===== config.mk =====
export PLATFORM = sky130hd
export DESIGN_NAME = ex_mem_stage_reg_flat
export DESIGN_NICKNAME = d
export VERILOG_FILES = /design/src/rtl/ex_mem_stage_reg_if.sv /design/src/rtl/ex_mem_stage_reg.sv /design/src/flat_wrapper.sv
export SDC_FILE = /design/constraint.sdc
export NUM_CORES = 1
export LEC_CHECK = 0
export ABC_CLOCK_PERIOD_IN_PS = 1650
export CELL_PAD_IN_SITES_DETAIL_PLACEMENT = 0
export CELL_PAD_IN_SITES_GLOBAL_PLACEMENT = 1
export CORE_ASPECT_RATIO = 0.6
export CORE_UTILIZATION = 40
export CTS_BUF_LIST = sky130_fd_sc_hd__clkbuf_8
export CTS_CLUSTER_SIZE = 12
export DETAILED_ROUTE_END_ITERATION = 6
export PLACE_DENSITY_LB_ADDON = 0.1
export SYNTH_ARGS = -nofsm -noshare
export SYNTH_HDL_FRONTEND = slang
export SYNTH_SLANG_ARGS = --single-unit

===== constraint.sdc =====
create_clock -name clk -period 1.65 [get_ports clk]
set_input_delay 0.2475 -clock clk [delete_from_list [all_inputs] [get_ports clk]]
set_output_delay 0.2475 -clock clk [all_outputs]
set_load 0.02 [all_outputs]

===== src/rtl/ex_mem_stage_reg_if.sv =====
// rtl/ex_mem_stage_reg_if.sv - EX/MEM stage handshake and payload bundle.
interface ex_mem_stage_reg_if #(
  parameter int DATA_W = 32,
  parameter int REG_W  = 5
);
  logic              flush;
  logic              in_valid;
  logic              in_ready;
  logic              RegWrite;
  logic              MemtoReg;
  logic              MemWrite;
  logic              MemRead;
  logic [DATA_W-1:0] ALUresult;
  logic [DATA_W-1:0] writedata;
  logic [REG_W-1:0]  writeReg;
  logic              out_valid;
  logic              out_ready;
  logic              RegWriteOut;
  logic              MemtoRegOut;
  logic              MemWriteOut;
  logic              MemReadOut;
  logic [DATA_W-1:0] ALUresultOut;
  logic [DATA_W-1:0] writedataOut;
  logic [REG_W-1:0]  writeRegOut;

  modport master (
    output flush, in_valid, RegWrite, MemtoReg, MemWrite, MemRead,
           ALUresult, writedata, writeReg, out_ready,
    input  in_ready, out_valid, RegWriteOut, MemtoRegOut, MemWriteOut,
           MemReadOut, ALUresultOut, writedataOut, writeRegOut
  );

  modport slave (
    input  flush, in_valid, RegWrite, MemtoReg, MemWrite, MemRead,
           ALUresult, writedata, writeReg, out_ready,
    output in_ready, out_valid, RegWriteOut, MemtoRegOut, MemWriteOut,
           MemReadOut, ALUresultOut, writedataOut, writeRegOut
  );
endinterface


===== src/rtl/ex_mem_stage_reg.sv =====
// rtl/ex_mem_stage_reg.sv - EX/MEM pipeline register with two-entry skid buffer and flush.
// Define EXMEM_FWD_EN to add the fwd_valid/fwd_reg/fwd_data forwarding outputs.
module ex_mem_stage_reg #(
  parameter int DATA_W = 32,
  parameter int REG_W  = 5
) (
  input  logic              clk,
  input  logic              rst,
  ex_mem_stage_reg_if.slave bus
`ifdef EXMEM_FWD_EN
  ,
  output logic              fwd_valid,
  output logic [REG_W-1:0]  fwd_reg,
  output logic [DATA_W-1:0] fwd_data
`endif
);

  // Entry layout: {RegWrite, MemtoReg, MemWrite, MemRead, ALUresult, writedata, writeReg}
  localparam int ENT_W = 4 + 2 * DATA_W + REG_W;

  logic [ENT_W-1:0] in_ent;
  logic [ENT_W-1:0] main_q, main_d;
  logic [ENT_W-1:0] skid_q, skid_d;
  logic             main_valid_q, main_valid_d;
  logic             skid_valid_q, skid_valid_d;
  logic             accept;
  logic             drain;
  logic [3:0]       ctrl_raw;

  assign in_ent = {bus.RegWrite, bus.MemtoReg, bus.MemWrite, bus.MemRead,
                   bus.ALUresult, bus.writedata, bus.writeReg};

  // in_ready depends only on registered state and rst, never on out_ready
  assign bus.in_ready = !skid_valid_q && !rst;
  assign accept       = bus.in_valid && bus.in_ready;
  assign drain        = main_valid_q && bus.out_ready;

  always_comb begin
    main_d       = main_q;
    skid_d       = skid_q;
    main_valid_d = main_valid_q;
    skid_valid_d = skid_valid_q;
    if (bus.flush) begin
      main_valid_d = 1'b0;
      skid_valid_d = 1'b0;
    end else if (!main_valid_q || drain) begin
      if (skid_valid_q) begin
        main_d       = skid_q;
        main_valid_d = 1'b1;
        skid_valid_d = 1'b0;
      end else begin
        main_valid_d = accept;
        if (accept) begin
          main_d = in_ent;
        end
      end
    end else if (accept) begin
      skid_d       = in_ent;
      skid_valid_d = 1'b1;
    end
  end

  always_ff @(posedge clk) begin
    if (rst) begin
      main_q       <= '0;
      skid_q       <= '0;
      main_valid_q <= 1'b0;
      skid_valid_q <= 1'b0;
    end else begin
      main_q       <= main_d;
      skid_q       <= skid_d;
      main_valid_q <= main_valid_d;
      skid_valid_q <= skid_valid_d;
    end
  end

  // Bubbles must never look like memory or register-file writes
  assign ctrl_raw         = main_q[ENT_W-1 -: 4];
  assign bus.out_valid    = main_valid_q;
  assign bus.RegWriteOut  = ctrl_raw[3] && main_valid_q;
  assign bus.MemtoRegOut  = ctrl_raw[2] && main_valid_q;
  assign bus.MemWriteOut  = ctrl_raw[1] && main_valid_q;
  assign bus.MemReadOut   = ctrl_raw[0] && main_valid_q;
  assign bus.ALUresultOut = main_q[REG_W + DATA_W +: DATA_W];
  assign bus.writedataOut = main_q[REG_W +: DATA_W];
  assign bus.writeRegOut  = main_q[REG_W-1:0];

`ifdef EXMEM_FWD_EN
  assign fwd_valid = main_valid_q && ctrl_raw[3] && !ctrl_raw[0]
                     && (main_q[REG_W-1:0] != '0);
  assign fwd_reg   = main_q[REG_W-1:0];
  assign fwd_data  = main_q[REG_W + DATA_W +: DATA_W];
`endif

endmodule


===== src/flat_wrapper.sv =====
// flat-port wrapper written by rule: the top's interface ports become plain ports
module ex_mem_stage_reg_flat 
#(
  parameter int DATA_W = 32,
  parameter int REG_W  = 5
)
  (clk, rst, bus_flush, bus_in_valid, bus_RegWrite, bus_MemtoReg, bus_MemWrite, bus_MemRead, bus_ALUresult, bus_writedata, bus_writeReg, bus_out_ready, bus_in_ready, bus_out_valid, bus_RegWriteOut, bus_MemtoRegOut, bus_MemWriteOut, bus_MemReadOut, bus_ALUresultOut, bus_writedataOut, bus_writeRegOut);
  ex_mem_stage_reg_if #(.DATA_W(DATA_W), .REG_W(REG_W)) bus_i ();
  input  logic clk;
  input  logic rst;
  input wire logic [$bits(bus_i.flush)-1:0] bus_flush;
  input wire logic [$bits(bus_i.in_valid)-1:0] bus_in_valid;
  input wire logic [$bits(bus_i.RegWrite)-1:0] bus_RegWrite;
  input wire logic [$bits(bus_i.MemtoReg)-1:0] bus_MemtoReg;
  input wire logic [$bits(bus_i.MemWrite)-1:0] bus_MemWrite;
  input wire logic [$bits(bus_i.MemRead)-1:0] bus_MemRead;
  input wire logic [$bits(bus_i.ALUresult)-1:0] bus_ALUresult;
  input wire logic [$bits(bus_i.writedata)-1:0] bus_writedata;
  input wire logic [$bits(bus_i.writeReg)-1:0] bus_writeReg;
  input wire logic [$bits(bus_i.out_ready)-1:0] bus_out_ready;
  output wire logic [$bits(bus_i.in_ready)-1:0] bus_in_ready;
  output wire logic [$bits(bus_i.out_valid)-1:0] bus_out_valid;
  output wire logic [$bits(bus_i.RegWriteOut)-1:0] bus_RegWriteOut;
  output wire logic [$bits(bus_i.MemtoRegOut)-1:0] bus_MemtoRegOut;
  output wire logic [$bits(bus_i.MemWriteOut)-1:0] bus_MemWriteOut;
  output wire logic [$bits(bus_i.MemReadOut)-1:0] bus_MemReadOut;
  output wire logic [$bits(bus_i.ALUresultOut)-1:0] bus_ALUresultOut;
  output wire logic [$bits(bus_i.writedataOut)-1:0] bus_writedataOut;
  output wire logic [$bits(bus_i.writeRegOut)-1:0] bus_writeRegOut;
  assign bus_i.flush = bus_flush;
  assign bus_i.in_valid = bus_in_valid;
  assign bus_i.RegWrite = bus_RegWrite;
  assign bus_i.MemtoReg = bus_MemtoReg;
  assign bus_i.MemWrite = bus_MemWrite;
  assign bus_i.MemRead = bus_MemRead;
  assign bus_i.ALUresult = bus_ALUresult;
  assign bus_i.writedata = bus_writedata;
  assign bus_i.writeReg = bus_writeReg;
  assign bus_i.out_ready = bus_out_ready;
  assign bus_in_ready = bus_i.in_ready;
  assign bus_out_valid = bus_i.out_valid;
  assign bus_RegWriteOut = bus_i.RegWriteOut;
  assign bus_MemtoRegOut = bus_i.MemtoRegOut;
  assign bus_MemWriteOut = bus_i.MemWriteOut;
  assign bus_MemReadOut = bus_i.MemReadOut;
  assign bus_ALUresultOut = bus_i.ALUresultOut;
  assign bus_writedataOut = bus_i.writedataOut;
  assign bus_writeRegOut = bus_i.writeRegOut;
  ex_mem_stage_reg #(.DATA_W(DATA_W), .REG_W(REG_W)) u_core (.clk(clk), .rst(rst), .bus(bus_i));
endmodule

# Yosys cells after proc, flatten, opt, wreduce, memory -nomap -nowiden
# Cells that the tools add are included.
# Widths: inputs -> output; s select.
[op_classes]
n_mul = 0
eq_ne = 0
addsub = 0
shift = 0
order_cmp = 0
muxes = 3
reduce_logical = 16
n_div = 0
bitwise = 2
[ops]
columns = ["operator", "n"]
rows = [
  ["$mux 73", 2],
  ["$logic_and 1x1->1", 7],
  ["$reduce_and 3->1", 2],
  ["$logic_not 1->1", 3],
  ["$reduce_or 3->1", 1],
  ["$not 1->1", 2],
  ["$reduce_bool 2->1", 1],
  ["$reduce_or 2->1", 1],
  ["$logic_or 1x1->1", 1],
  ["$mux 1", 1],
]
[word_totals]
latchBits = 0
ram_bits = 0
elab_cells = 25
in_bits = 78
romBits = 0
reg_bits = 148
memories = 0

# Depth between registers and ports, before layout
[logic_depth]
word_depth = 5
depth_mapped = 6
depth_no_buf = 3

# Worst setup path before layout
# Ideal clock, no wire load.
[synth_timing]
path_kind = "flip-flop to flip-flop"
start = "register u_core.main_valid_q, in the netlist u_core.bus.out_valid"
end = "register u_core.skid_q[41]"
arrival_time_ns = 1.445
path_stages_with_launch = 6
required_ns = 1.518
setup_slack_ns = 0.073
n_path_buf = 2
path_cell_list = "dfxtp_1 -> or4b_4 -> buf_6 -> buf_6 -> o21ai_1 -> a21oi_1"
[synth_between]
elab_chain_len = 4
elab_cells_between_ends = 5
[synth_lines]
columns = ["item", "line_no", "rtl"]
rows = [
  ["start, declared", "ex_mem_stage_reg.sv:24", "logic main_valid_q, main_valid_d;"],
  ["start signal, assigned", "ex_mem_stage_reg.sv:72", "main_valid_q <= main_valid_d;"],
  ["$logic_not 1->1 or $logic_and 1x1->1 (tied branches)", "ex_mem_stage_reg.sv:46, ex_mem_stage_reg.sv:36", ""],
  ["$logic_or 1x1->1 (*)", "ex_mem_stage_reg.sv:46", "end else if (!main_valid_q || drain) begin"],
  ["$not 1->1 (no line) (*)", "--", ""],
  ["$reduce_and 3->1 (no line) (*)", "--", ""],
  ["end signal, assigned", "ex_mem_stage_reg.sv:71", "skid_q <= skid_d;"],
  ["end, declared", "ex_mem_stage_reg.sv:23", "logic [ENT_W-1:0] skid_q, skid_d;"],
]
# Every way passes the cells marked *; elsewhere a longest branch is shown, timed or not.
# A chain may end at the register's enable or synchronous reset.

# Final worst setup path
[layout_timing]
start = "register u_core.skid_valid_q"
end = "output port bus_in_ready"
[layout_between]
elab_chain_len = 2
[layout_lines]
columns = ["item", "line_no", "rtl"]
rows = [
  ["start, declared", "ex_mem_stage_reg.sv:25", "logic skid_valid_q, skid_valid_d;"],
  ["start signal, assigned", "ex_mem_stage_reg.sv:73", "skid_valid_q <= skid_valid_d;"],
  ["$logic_not 1->1", "ex_mem_stage_reg.sv:34", "assign bus.in_ready = !skid_valid_q && !rst;"],
  ["$logic_and 1x1->1", "ex_mem_stage_reg.sv:34", ""],
  ["end, declared", "flat_wrapper.sv:21", "output wire logic [$bits(bus_i.in_ready)-1:0] bus_in_ready;"],
]
# No other way between the ends.

==> results.py <==
metrics = {
    "yosys": {
        "synth_top_area_share_pct": 40.1,
        "synth_xor_area_share_pct": 0,
        "synth_top_family_by_area": "multiplexers",
        "synth_most_common_cell": "dfxtp_1",
        "synth_edf_count": 0,
        "syn_area_per_cell_sq_um": 9.04,
        "synth_compound_area_share_pct": 10.2,
        "synth_commonest_cells": "dfxtp_1, nor2_1, nor2b_1",
        "synth_area_leader_cell": "dfxtp_1",
        "yosys-top-cells-area": "dfxtp_1, mux2_2, mux2i_1",
        "yosys.area_share.adder_pct": 0,
        "syn-cell-area_sq_um": 7390,
        "synthArstFlopShare_pct": 0,
        "synth-simple-area-share_pct": 16.0,
        "muxShareOfSynthArea_pct": 21.0,
        "syn-instance-count": 817,
        "synth.distinct_cells": 22,
        "ys_seq_area_share_pct": 40.1,
        "synth_seq_cells": 148,
        "yosysWarnings": 0,
        "syn_nets": 895,
        "yosys_most_used_dff": "dfxtp_1",
    },
    "cts": {
        "cts_buffer_depth": 2,
        "cts_buffers": 17,
        "cts_tree": "done",
        "clk_latency_ns": 0.45,
        "htree_levels": 4,
        "cts_setup_buffers": 0,
        "cts_sinks": 148,
        "root_buffer": "clkbuf_8",
        "clkTransAtPathRegs_ns": 0.08,
    },
    "setup_path": {
        "endpoint": "bus_in_ready",
        "r2r_end": "u_core.skid_q[63]$_SDFFE_PP0P_",
        "path_max_fanout": 6,
        "ff2ff_setup_slack_ns": 0.15,
        "r2r-start": "u_core.bus.out_valid$_SDFFE_PP0P_",
        "path_cells": "nor2_1 > clkdlybuf4s15_1",
        "critPathBufInv": 1,
        "crit_family": "flip-flops",
        "critPathRequiredTime_ns": 1.40,
        "max_stage_delay_ns": 0.40,
        "cp.depth": 2,
        "startpoint": "u_core.skid_valid_q$_SDFFE_PP0P_",
        "arrival_ns": 1.29,
        "reg2regPathDepth": 4,
        "cp-start-kind": "register",
        "crit_path_top_delay_cell": "dfxtp_4",
        "cp-end-kind": "output pin",
        "path_class": "register to output pin",
    },
    "floorplan": {
        "core_sq_um": 18100,
        "fp.dieW_um": 177,
        "rows": 38,
        "die_h_um": 107,
        "dieArea_sq_um": 19000,
        "pin_count": 153,
        "start_util_pct": 40.9,
    },
    "placed_design": {
        "pre_cts_ws_ns": -0.253,
        "gp_congestion": 0.732,
        "dp_hpwl_um": 11600,
        "portBuffers": 152,
    },
    "power": {
        "p_leak_uw": 0.00384,
        "peakVddDrop_mv": 0.475,
        "power.density_nw_per_um2": 829,
    },
    "detailed_routing": {
        "wl_per_cell_um": 15.8,
        "drc_errors": 0,
        "drtIter0Drc": 368,
        "totalWireLength_um": 17800,
        "drt-vias-per-instance": 5.03,
        "num_vias": 5674,
        "ant_nets": 0,
        "drtPass1Iterations": 5,
    },
    "timing": {
        "setup_ws_ns": 0.113,
        "drv_slew": 0,
        "fmax_mhz": 650,
        "rsz0062_at_grt": "false",
        "min_period_ns": 1.54,
        "holdWs_ns": 0.158,
        "setup_viol": 0,
        "skew_ns": 0.0124,
        "fin_crit_sh_pct": 93.2,
        "final-hold-violation-count": 0,
        "worstMarginPinSlew_ns": 0.704,
        "relSlewSlack_pct": 53.1,
    },
    "finish": {
        "drive_above_1_share_pct": 16.2,
        "utilization_pct": 50.3,
        "finalNetCount": 952,
        "diodes": 0,
        "area_growth_pct": 23.1,
    },
    "min_path": {
        "hold_class": "primary input to register",
        "holdCritStartpoint": "rst",
    },
    "grt": {
        "antenna_found_initial": 0,
        "grt_pass1_wl_um": 28400,
        "grt_overflow_total": 0,
        "grt_max_degree": 150,
        "grt_usage_pct": 19.0,
        "grt_pass1_vias": 5562,
    },
    "job": {
        "drv_cap": 0,
    },
    "run_status": {
        "status": "finished, final reports clean",
    },
}
-- metal layers --
layer  vias to the layer above  global-route usage, %  part of all wire, %
li1                       2832                      -                    -
met1                      2673                   26.2                   49
met2                       153                   29.1                   43
met3                        16                   4.91                  6.5
met4                         0                   5.80                  1.2
met5                         -                      0                    0
-- worst min path at each step --
stage	to	slack (ns)	cells past startpoint
after floorplan	u_core.bus.out_valid$_SDFFE_PP0P_	0.32	1
after global placement	u_core.skid_q[62]$_SDFFE_PP0P_	0.46	2
after detailed placement	u_core.skid_q[53]$_SDFFE_PP0P_	0.47	2
after CTS	u_core.skid_q[52]$_SDFFE_PP0P_	0.12	3
after global routing	u_core.skid_q[52]$_SDFFE_PP0P_	0.13	3
final	u_core.skid_q[52]$_SDFFE_PP0P_	0.16	3
-- cell type report --
class / instances / area, sq um
Clock buffer: 17 / 234
Clock inverter: 15 / 185
Fill cell: 1712 / 8980
Inverter: 1 / 3.75
Multi-Input combinational cell: 526 / 3510
Sequential cell: 148 / 2970
Tap cell: 240 / 300
Timing Repair Buffer: 180 / 1890
-- sequential cells by signal, indices dropped and copies added (netlist names) --
name,count
u_core.main_q,73
u_core.skid_q,73
u_core.bus.out_valid,1
u_core.skid_valid_q,1
-- report_power, final --
part / internal, uW / switching, uW / total (uW)
registers: 3640 / 33.0 / 3670
clock network: 1510 / 1460 / 2960
logic: 441 / 456 / 897
total: 5590 / 1950 / 7530
-- timing repair --
action	CTS	global route
gates resized for setup	59	29
cloned	0	0
endpoints found under the setup margin	51	29
hold buffers	0	0
-- cells in the final DEF, fill, tap and decap left out, drive strengths merged --
master         synthesis  final
inv                    1      3
nor4b                  1      1
clkinv                 0      6
nand2b                 2      2
clkdlybuf4s15          0      1
clkinvlp               0      4
o21ai                 73     73
and2                   4      4
dlymetal6s2s           0     24
o211ai                 1      1
nand3                 73     73
clkdlybuf4s50          0     76
mux2i                 73     73
clkbuf                36     18
nor2b                 75     75
a21oi                 73     73
nor2                  76     76
buf                  106     32
bufinv                 0      3
dfxtp                148    148
mux2                  73     73
a211oi                 1      1
dlygate4sd2            0     46
or4b                   1      1
-- worst min-delay path: cells and delay by family --
| kind | cells | cell delay, ns |
|---|---|---|
| compound gates | 1 | 0.04 |
| buf+inv | 2 | 0.25 |
-- cells by family (layout without fill, tap and decap cells) --
family / after synthesis / count (layout)
buf+inv: 143 / 213
simple gates: 232 / 232
mux: 146 / 146
compound gates: 148 / 148
flops: 148 / 148
-- through the flow --
stage	cell area, sq um	power, uW	TNS, ns	std cells
after global placement	8690	4680	-27.16	1095
after CTS	9050	7630	0	1127
after global routing	9090	7870	0	1127
final	9090	7530	0	1127
after detailed placement	8690	4690	-30.63	1095
after floorplan	7390	4300	0	817
Note: power is estimated with default switching activity, not from simulation.
